--- config.mk ---
export PLATFORM = sky130hd
export DESIGN_NAME = keypad_scan_ctrl
export DESIGN_NICKNAME = d
export VERILOG_FILES = /design/src/rtl/keypad_pkg.sv /design/src/rtl/scan_tick_gen.sv /design/src/rtl/keypad_scan_ctrl.sv
export SDC_FILE = /design/constraint.sdc
export NUM_CORES = 1
export LEC_CHECK = 0
export ABC_AREA = 1
export CAP_MARGIN = 20
export CORE_AREA = 4 4 64 66
export DETAILED_ROUTE_END_ITERATION = 10
export DIE_AREA = 0 0 68 70
export GPL_TIMING_DRIVEN = 0
export PLACE_DENSITY = 0.64
export SYNTH_ARGS = -nofsm -noshare
export SYNTH_HDL_FRONTEND = slang
export SYNTH_SLANG_ARGS = --single-unit
--- constraint.sdc ---
create_clock -name clk -period 1.9 [get_ports clk]
set_input_delay 0.57 -clock clk [delete_from_list [all_inputs] [get_ports clk]]
set_output_delay 0.57 -clock clk [all_outputs]
set_load 0.01 [all_outputs]
--- src/rtl/keypad_pkg.sv ---
// Shared types for the keypad scanner: FSM states, key code layout and column priority helper.
package keypad_pkg;

   localparam int unsigned ROW_W = 2;
   localparam int unsigned COL_W = 2;
   localparam int unsigned COLS  = 1 << COL_W;

   typedef enum logic [1:0] {
      StScan,
      StDebounce,
      StAccept,
      StWaitRelease
   } scan_state_e;

   typedef struct packed {
      logic [ROW_W-1:0] row;
      logic [COL_W-1:0] col;
   } key_code_t;

   // Lowest-numbered closed column wins when several are sensed at once.
   function automatic logic [COL_W-1:0] lowest_col(input logic [COLS-1:0] cols);
      lowest_col = '0;
      for (int i = COLS - 1; i >= 0; i--) begin
         if (cols[i]) lowest_col = COL_W'(i);
      end
   endfunction

endpackage

--- src/rtl/scan_tick_gen.sv ---
// Row dwell counter: pulses tick on the last cycle of each SCAN_DIV-cycle dwell period.
module scan_tick_gen #(
   parameter int unsigned SCAN_DIV = 4
) (
   input  logic clk,
   input  logic rst,
   input  logic en,
   output logic tick
);

   localparam int unsigned CW = (SCAN_DIV > 1) ? $clog2(SCAN_DIV) : 1;
   localparam logic [CW-1:0] LAST = CW'(SCAN_DIV - 1);

   logic [CW-1:0] cnt;

   always_ff @(posedge clk) begin
      if (rst || !en) begin
         cnt <= '0;
      end else if (cnt == LAST) begin
         cnt <= '0;
      end else begin
         cnt <= cnt + CW'(1);
      end
   end

   assign tick = en && (cnt == LAST);

endmodule

--- src/rtl/keypad_scan_ctrl.sv ---
// 4x4 keypad scanner: walks rows, debounces presses and releases, and hands keys out through a
// valid/ready register with a sticky overrun flag.
module keypad_scan_ctrl
   import keypad_pkg::*;
#(
   parameter int unsigned SCAN_DIV = 4,
   parameter int unsigned DEBOUNCE = 3
) (
   input  logic             clk,
   input  logic             rst,
   input  logic             en,
   input  logic [COLS-1:0]  col_in,
   output logic [ROW_W-1:0] row_sel,
   output logic [3:0]       key_code,
   output logic             key_valid,
   input  logic             key_ready,
   output logic             key_held,
   output logic             overrun
);

   localparam logic [3:0] DEB = 4'(DEBOUNCE);

   scan_state_e state;
   key_code_t   capture;
   key_code_t   sample;
   logic [3:0]  match_cnt;
   logic [3:0]  rel_cnt;
   logic        tick;
   logic        col_hit;
   logic        sample_match;
   logic        accept_now;
   logic        handshake;

   scan_tick_gen #(
      .SCAN_DIV(SCAN_DIV)
   ) u_tick (
      .clk (clk),
      .rst (rst),
      .en  (en),
      .tick(tick)
   );

   always_comb begin
      sample       = '{row: row_sel, col: lowest_col(col_in)};
      col_hit      = |col_in;
      sample_match = col_hit && (sample == capture);
      handshake    = key_valid && key_ready;
      accept_now   = 1'b0;
      // Accept fires on the final matching tick so key_valid rises on the very next cycle.
      if (en && tick) begin
         if (state == StScan && col_hit && DEB == 4'd1) accept_now = 1'b1;
         if (state == StDebounce && sample_match && (match_cnt + 4'd1) == DEB) accept_now = 1'b1;
      end
   end

   always_ff @(posedge clk) begin
      if (rst) begin
         state     <= StScan;
         row_sel   <= '0;
         capture   <= '0;
         match_cnt <= '0;
         rel_cnt   <= '0;
         key_code  <= '0;
         key_valid <= 1'b0;
         key_held  <= 1'b0;
         overrun   <= 1'b0;
      end else begin
         if (handshake) key_valid <= 1'b0;

         if (accept_now) begin
            if (!key_valid || key_ready) begin
               key_code  <= sample;
               key_valid <= 1'b1;
            end else begin
               overrun <= 1'b1;
            end
            key_held <= 1'b1;
         end

         if (!en) begin
            state     <= StScan;
            row_sel   <= '0;
            match_cnt <= '0;
            rel_cnt   <= '0;
            key_held  <= 1'b0;
         end else if (tick || state == StAccept) begin
            case (state)
               StScan: begin
                  if (!col_hit) begin
                     row_sel <= row_sel + ROW_W'(1);
                  end else begin
                     capture   <= sample;
                     match_cnt <= accept_now ? 4'd0 : 4'd1;
                     state     <= accept_now ? StAccept : StDebounce;
                  end
               end
               StDebounce: begin
                  if (!sample_match) begin
                     state     <= StScan;
                     row_sel   <= row_sel + ROW_W'(1);
                     match_cnt <= '0;
                  end else if (accept_now) begin
                     state     <= StAccept;
                     match_cnt <= '0;
                  end else begin
                     match_cnt <= match_cnt + 4'd1;
                  end
               end
               StAccept: begin
                  state <= StWaitRelease;
               end
               StWaitRelease: begin
                  if (col_hit) begin
                     rel_cnt <= '0;
                  end else if ((rel_cnt + 4'd1) == DEB) begin
                     state    <= StScan;
                     row_sel  <= row_sel + ROW_W'(1);
                     rel_cnt  <= '0;
                     key_held <= 1'b0;
                  end else begin
                     rel_cnt <= rel_cnt + 4'd1;
                  end
               end
               default: state <= StScan;
            endcase
         end
      end
   end

endmodule

==> flow_summary.ini, run 1 <==
[outcome]
outcome = complete, no violations

[timing]
worst_slack_ps = 54.84
final-setup-viol-count = 0
period_needed_ps = 1845
final.setup_skew_ps = 4.642
fmax_ghz = 0.5420
final_hold_viol_count = 0
slew-limit-headroom = 0.7142
fin_crit_sh = 0.9711
rsz0062_at_grt = yes
setup_tns_ps = 0
worst_slew_pin_slew_ps = 427.1
drv_slew = 0

[synth]
syn_nets = 210
synth_edf_count = 0
syn_inst = 197
synth_cell_types = 28
ys.warnings.count = 0
post_synth_instance_area_mm2 = 0.001381
synthTopCellsByArea = dfxtp_1 (36%), nand2_1 (14%), a21oi_1 (7.2%)
synth_common_cells = nand2_1 (52), inv_1 (26), dfxtp_1 (25), a21oi_1 (20), nor2_1 (15)
synthFlopType = dfxtp_1
synth_area_per_cell_um2 = 7.012
ys_seq_area_frac = 0.3623
async_flop_share = 0
yosysTopAreaCellShare = 0.3623
synth-seq-cells = 25
yosysMostFrequentCell = nand2_1
synth_top_area_cell = dfxtp_1

[floorplan]
initial_core_util = 0.3860
die_w_um = 68
die_area_mm2 = 0.004760
pin_count = 17
die_h_um = 70
fp.coreArea_mm2 = 0.003578
num_rows = 22

[setup_path]
cp-startpoint = row_sel[1]
r2r_cells = 8
end_kind = output port
rr_endpoint = key_code[1]
r2r_slack_ps = 350
crit_path_top_delay_cell = clkdlybuf4s50_1
worstPathArrival_ps = 1280
crit_type = reg2out
startpoint_type = flop
crit_buf_inv = 2
cp.required_ps = 1330
cp_cell_sequence = buf_4 > clkdlybuf4s50_1
cp_max_fo = 2
cp_top_family = buffers and inverters
r2r-start = u_tick.cnt[0]
max_stage_delay_ps = 520

[place]
dp_slack_ps = -363.2
io_buffers = 16
gp_congestion = 0.7992
dpl.hpwl_mm = 2.113
placed_cell_area_mm2 = 0.001602

[clock_network]
cts_tree = yes
clock_path_buffers = 2
clkTransAtPathRegs_ps = 140
ctsHoldBuffers = 0
cts_made_buffers = 3
clockRootBuffer = clkbuf_4
worstSkewPairLatency_ps = 330
h-tree-depth = 1
cts_sinks = 25

[cells_and_area]
fin_area_mm2 = 0.001652
nets = 232
drive_gt1_frac = 0.1284
syn2layout_area_growth_pct = 19.56
n_antenna_cell = 0
fill_cells = 403

[route]
dr.pass1.iters = 4
viasPerCell = 4.665
ant_nets = 0
drtIter0Drc = 49
remaining_drc_errors = 0
wl_per_cell_um = 10.02
via_count = 1241
finalWirelength_mm = 2.664

[min_path]
hp-start = u_tick.cnt[0]
hold-path-cell-count = 1
hold_end = u_tick.cnt[0]
hold_path_class = reg2reg

[flow_run]
maxCapViolations = 0

[power_and_ir_drop]
power_uw = 829.9
ir_worst_vdd_uv = 320.3
power.density_mw_per_mm2 = 502.5
p_leak_uw = 0.0006545

[global_route]
antenna_found_initial = 0
grt-ovfl-total = 0
grt_pass1_wl_mm = 4.609
grt_usage = 0.1234
first_global_vias = 1098
grt_start_max_net_pins = 15
## layout by cell type, fill, tap and decap left out, drive strengths merged
cell type | synthesis | final
clkdlybuf4s50 | 0 | 15
nand4 | 6 | 6
clkinv | 2 | 3
nand3 | 16 | 16
dfxtp | 25 | 25
a21oi | 20 | 20
nor3b | 2 | 2
nand2 | 56 | 56
clkbuf | 0 | 3
nand2b | 1 | 1
a2bb2oi | 1 | 1
inv | 28 | 28
a31oi | 1 | 1
xor2 | 1 | 1
o21ai | 5 | 5
ha | 5 | 5
nor2 | 21 | 21
xnor2 | 1 | 1
buf | 2 | 4
o21a | 1 | 1
nor3 | 3 | 3
## power by group
part | switching (uW) | leakage [uW] | internal (uW)
logic | 33.2 | 0.000434 | 23.4
registers | 1.46 | 0.000203 | 526
clock network | 167 | 0.0000177 | 79.1
total | 202 | 0.000654 | 628
## state kept, by name, indices dropped and copies added, names as in the netlist
| register | count |
|---|---|
| u_tick.cnt | 2 |
| key_code | 4 |
| key_held | 1 |
| key_valid | 1 |
| rel_cnt | 4 |
| overrun | 1 |
| row_sel | 2 |
| match_cnt | 4 |
| capture | 4 |
| state | 2 |
## worst max path at each step
stage / end / cells past startpoint
after floorplan: key_code[0] / 10
after global placement: key_held / 5
after global routing: key_code[1] / 11
after detailed placement: u_tick.cnt[1] / 5
after CTS: row_sel[1] / 10
final: row_sel[1] / 2
## per-layer routing
metal / up-vias / global-route usage / part of all wire
met5: - / 0 / 0
met4: 0 / 0.05298 / 0.018
met3: 5 / 0.02412 / 0.035
met2: 16 / 0.1906 / 0.45
met1: 542 / 0.1635 / 0.50
li1: 678 / - / -
## final cells by class
type | count | area, um2 | area share
Multi-Input combinational cell | 140 | 764.5 | 0.4629
Clock buffer | 3 | 22.52 | 0.01364
Buffer | 2 | 15.01 | 0.009091
Inverter | 30 | 113.9 | 0.06894
Sequential cell | 25 | 505.5 | 0.3061
Clock inverter | 1 | 5.005 | 0.003030
Tap cell | 48 | 60.06 | 0.03636
Timing Repair Buffer | 17 | 165.2 | 0.1000
## cells by family after synthesis
family / share of synthesized area
AOI/OAI and AO/OA: 0.1069
xor gates and xnor gates: 0.01268
adders and majority gates: 0.04529
buffers and inverters: 0.09239
DFF: 0.3623
and+or+nand+nor: 0.3804
## what timing repair did
action | CTS | global route
hold endpoints to repair | 0 | 0
setup endpoints to repair | 4 | 13
buffers inserted | 1 | 0
resized for setup | 5 | 3
## metrics by stage
stage                     hold WS (ps)  utilization  std cells
after global routing             464.7       0.4615        266
after CTS                        435.7       0.4584        266
after floorplan                  404.3            -        197
after detailed placement         416.3       0.4476        261
after global placement           419.8       0.4476        261
final                            431.2       0.4615        266
(Power assumes the default switching activity.)
==> inputs of run 2 (changes only) <==
CORE_AREA = 4 4 66 68   (was 4 4 64 66)
DIE_AREA = 0 0 70 72   (was 0 0 68 70)
PLACE_DENSITY = 0.58   (was 0.64)
SYNTH_HIERARCHICAL = 1   (was default)
==> flow_summary.ini, run 2 <==
[outcome]
outcome = complete, no violations

[clock_network]
clock_path_buffers = 2
cts_made_buffers = 3
cts_sinks = 25
cts_tree = yes
ctsHoldBuffers = 0
h-tree-depth = 1
clockRootBuffer = clkbuf_8
clkTransAtPathRegs_ps = 90
worstSkewPairLatency_ps = 270

[setup_path]
end_kind = output port
max_stage_delay_ps = 520
cp_cell_sequence = buf_4 > clkdlybuf4s50_1
cp_max_fo = 5
worstPathArrival_ps = 1260
cp-startpoint = row_sel[1]
r2r-start = u_tick/cnt[0]
cp_top_family = buffers and inverters
crit_path_top_delay_cell = clkdlybuf4s50_1
startpoint_type = flop
crit_type = reg2out
crit_buf_inv = 2
cp.required_ps = 1330

[global_route]
grt_start_max_net_pins = 14
grt_usage = 0.1217
first_global_vias = 1174
antenna_found_initial = 0
grt_pass1_wl_mm = 5.030
grt-ovfl-total = 0

[synth]
syn_inst = 220
synthTopCellsByArea = dfxtp_1 (34%), nand2_1 (15%), inv_1 (9.5%)
post_synth_instance_area_mm2 = 0.001461
synth_cell_types = 23
synth_area_per_cell_um2 = 6.643
synth_top_area_cell = dfxtp_1
synthFlopType = dfxtp_1
synth_mux_area_frac = 0
synth_top_family_by_area = simple AND/OR/NAND/NOR gates
ys_seq_area_frac = 0.3425
yosysMostFrequentCell = nand2_1
synth-seq-cells = 25
synth_fa_ha_area_frac = 0.04281
syn_nets = 233
ys.warnings.count = 6
synth_xor_area_frac = 0
async_flop_share = 0
synth_edf_count = 0
yosysTopAreaCellShare = 0.3425
synth_common_cells = nand2_1 (59), inv_1 (37), nor2_1 (26), dfxtp_1 (25), a21oi_1 (14)
synth-compound-area-share = 0.08647
synthSimpleGateAreaFrac = 0.4075

[min_path]
hold_path_class = reg2reg
hp-start = u_tick/cnt[0]

[route]
wl_per_cell_um = 9.814
finalWirelength_mm = 2.856
via_count = 1290
dr.pass1.iters = 4
drtIter0Drc = 32
viasPerCell = 4.433
ant_nets = 0
remaining_drc_errors = 0

[cells_and_area]
syn2layout_area_growth_pct = 20.80
layout_common_cells = nand2_1 (57), inv_1 (37), nor2_1 (24)
n_antenna_cell = 0
mostFrequentLayoutCell = nand2_1
nets = 255
final_cells = 291
drive_gt1_frac = 0.1411

[timing]
fmax_ghz = 0.5460
period_needed_ps = 1831
drv_slew = 0
worst_slew_pin_slew_ps = 352.6
slew-limit-headroom = 0.7647
worst_slack_ps = 68.58
final_hold_viol_count = 0
rsz0062_at_grt = no
final-setup-viol-count = 0
final.setup_skew_ps = 4.279
fin_crit_sh = 0.9639

[floorplan]
die_h_um = 72
die_w_um = 70
num_rows = 23
pin_count = 17
die_area_mm2 = 0.005040
initial_core_util = 0.3790
fp.coreArea_mm2 = 0.003856

[power_and_ir_drop]
p_int_uw = 699.3
seqPwrFrac = 0.581
pwr-share-comb = 0.072
ir_worst_vdd_uv = 378.3
switching_share = 0.2280
p_sw_uw = 206.6
p_leak_uw = 0.0008395
power.density_mw_per_mm2 = 513.1
power.share.clock = 0.347

[place]
dpl.hpwl_mm = 2.241
dp_cells = 286
gp_congestion = 0.8243
io_buffers = 16
dp_slack_ps = -459.7

[flow_run]
maxCapViolations = 0
[run 2: cell type report]
class | instances | area, um2
multi-input cells | 150 | 798.3
well taps | 50 | 62.56
fillers | 420 | 2091
inverters | 43 | 161.4
flip-flops and latches | 25 | 505.5
clock buffers | 4 | 45.04
repair buffers | 17 | 177.7
plain buffers | 2 | 15.01
[run 2: path summary, 6_finish.rpt]
path,end,slack (ps),cells after the start
hold reg to reg,u_tick/cnt[0],420,1
setup / recovery,row_sel[1],70,2
setup reg to reg,key_code[3],330,11
hold / removal,u_tick/cnt[0],420,1
[run 2: worst register-to-register path, cell delays in order (launching register included)]
cell     delay (ps)
dfxtp_1         340
ha_1            160
nand2_1          60
inv_1           170
nand3_1         100
nor2_1          110
nand2_1          70
inv_1           140
nand3_4         140
nand2_1          80
nand2_1          50
nor2_1          100
[run 2: logic make-up after synthesis]
logic type	after synthesis
DFF	25
buffers and inverters	45
adders and majority gates	5
and+or+nand+nor	121
AOI/OAI and AO/OA	24
[run 2: what timing repair did]
| item | in CTS | in global routing |
|---|---|---|
| pin swaps | 0 | 4 |
| endpoints found under the setup margin | 23 | 16 |
| setup buffers | 1 | 0 |
| resized for setup | 3 | 11 |
[run 2: per-stage QoR]
stage | utilization | cell area [um2] | setup TNS, ps | total power, uW | hold WS (ps)
floorplan | - | 1461 | 0 | 576.8 | 396.2
global placement | 0.4367 | 1684 | -8152 | 604.6 | 411.2
detailed placement | 0.4367 | 1684 | -8590 | 604.8 | 412.4
CTS | 0.4507 | 1738 | 0 | 925.3 | 425.4
global route | 0.4578 | 1765 | 0 | 957.4 | 446.5
finish | 0.4578 | 1765 | 0 | 905.9 | 420.1
[run 2: power groups by stage]
stage                     Combinational (uW)  Clock, uW  Sequential, uW
final                                   65.6        314             526
after global routing                    75.1        356             527
after CTS                               64.6        333             528
after detailed placement                64.9          0             540
after global placement                  64.6          0             540
after floorplan                         37.1          0             540
[run 2: layer usage]
layer  vias to the layer above  GRT usage  routed length (um)
li1                        718          -                   -
met1                       558     0.1560                1429
met2                        10     0.2025                1321
met3                         4    0.03601                  82
met4                         0    0.02979                  21
met5                         -          0                   0
==> inputs of run 3 (changes only) <==
CELL_PAD_IN_SITES_DETAIL_PLACEMENT = 1   (was default)
CELL_PAD_IN_SITES_GLOBAL_PLACEMENT = 1   (was default)
CORE_AREA = 2 2 65 67   (was 4 4 66 68)
DIE_AREA = 0 0 67 69   (was 0 0 70 72)
PLACE_DENSITY = 0.75   (was 0.58)
==> flow_summary.ini, run 3 (synthesized netlist as in run 2, its figures left out) <==
[outcome]
outcome = complete, no violations

[cells_and_area]
fin_area_mm2 = 0.001829
nets = 261
fill_cells = 540
n_antenna_cell = 0
layout_common_cells = nand2_1 (57), inv_1 (37), nor2_1 (23), dfxtp_1 (23), a21oi_1 (14)
drive_gt1_frac = 0.1741
final_cells = 297
syn2layout_area_growth_pct = 25.17
mostFrequentLayoutCell = nand2_1

[route]
wl_per_cell_um = 11.37
ant_nets = 0
drtIter0Drc = 18
finalWirelength_mm = 3.378
remaining_drc_errors = 0
dr.pass1.iters = 4
via_count = 1381
viasPerCell = 4.650

[floorplan]
die_area_mm2 = 0.004623
fp.coreArea_mm2 = 0.003914
die_h_um = 69
pin_count = 17
num_rows = 23
die_w_um = 67
initial_core_util = 0.3734

[timing]
worst_slew_pin_slew_ps = 384.8
rsz0062_at_grt = no
final.setup_skew_ps = 5.518
worst_slack_ps = 70.19
fin_crit_sh = 0.9631
final_hold_viol_count = 0
fmax_ghz = 0.5465
slew-limit-headroom = 0.7432
period_needed_ps = 1830
final-setup-viol-count = 0
drv_slew = 0

[power_and_ir_drop]
p_sw_uw = 230.0
p_int_uw = 701.1
switching_share = 0.2470
p_leak_uw = 0.0008895
pwr-share-comb = 0.077
power.share.clock = 0.359
power.density_mw_per_mm2 = 509.0
ir_worst_vdd_uv = 291.1
seqPwrFrac = 0.564

[min_path]
hold-path-cell-count = 1
hold_path_class = reg2reg

[setup_path]
cp.required_ps = 1330
end_kind = output port
worstPathArrival_ps = 1260
startpoint_type = flop
r2r_cells = 9
cp_max_fo = 4
crit_type = reg2out

[clock_network]
clkTransAtPathRegs_ps = 100
cts_made_buffers = 3
ctsHoldBuffers = 0
cts_sinks = 25
cts_tree = yes
worstSkewPairLatency_ps = 280
h-tree-depth = 1
clock_path_buffers = 2
clockRootBuffer = clkbuf_8

[global_route]
grt_usage = 0.1557
grt_start_max_net_pins = 16
first_global_vias = 1314
antenna_found_initial = 0
grt_pass1_wl_mm = 5.651
grt-ovfl-total = 0

[place]
placed_cell_area_mm2 = 0.001684
dpl.hpwl_mm = 2.688
dp_slack_ps = -507.3
io_buffers = 16
dp_cells = 286
gp_congestion = 0.7980

[flow_run]
maxCapViolations = 0
==> run 3: per-stage QoR <==
stage | hold WS, ps | TNS [ps] | total power [uW] | util
after floorplan | 396.2 | 0 | 576.8 | -
final | 426.0 | 0 | 931.1 | 0.4674
after CTS | 427.0 | 0 | 947.6 | 0.4437
after detailed placement | 412.0 | -8725 | 607.0 | 0.4303
after global routing | 438.6 | 0 | 978.4 | 0.4674
after global placement | 409.4 | -8585 | 605.5 | 0.4303
==> run 3: critical path, stage by stage, from the launching register on <==
cell and delay [ps]:
dfxtp_4 370, buf_4 100, clkdlybuf4s50_1 520
==> run 3: final cells by class <==
cell class,instances,area (um2),share of cell area
multi-input combinational,150,800.8,0.4378
tap,50,62.56,0.03420
clock inverter,1,7.507,0.004104
clock buffer,3,41.29,0.02257
buffer,2,15.01,0.008208
sequential,25,508.0,0.2777
inverter,43,161.4,0.08824
timing repair buffer,23,232.7,0.1272
==> run 3: layer usage <==
layer	track usage	wire length, um	vias up
li1	-	-	734
met1	0.1830	1580	630
met2	0.2728	1652	12
met3	0.03100	97	5
met4	0.05442	46	0
met5	0	0	-
==> run 3: power by group through the flow <==
stage / registers, uW / clock network (uW) / logic [uW]
2_1_floorplan: 540 / 0 / 37.1
3_3_place_gp: 540 / 0 / 65.4
3_5_place_dp: 540 / 0 / 67.0
4_1_cts: 528 / 353 / 67.2
5_1_grt: 525 / 373 / 80.3
6_report: 525 / 334 / 71.7
==> run 3: timing repair <==
item                       in CTS  in global routing
hold endpoints to repair        0                  0
setup endpoints to repair      23                 14
gates resized for setup         4                 14
setup buffers                   0                  7
pin swaps                       0                  9
==> run 3: final timing paths <==
path / startpoint / end / slack, ps
worst min-delay path: u_tick/cnt[0] / u_tick/cnt[0] / 430
worst max-delay path: row_sel[1] / row_sel[1] / 70
worst max register to register: u_tick/cnt[0] / capture[3] / 310
worst min register to register: u_tick/cnt[0] / u_tick/cnt[0] / 430
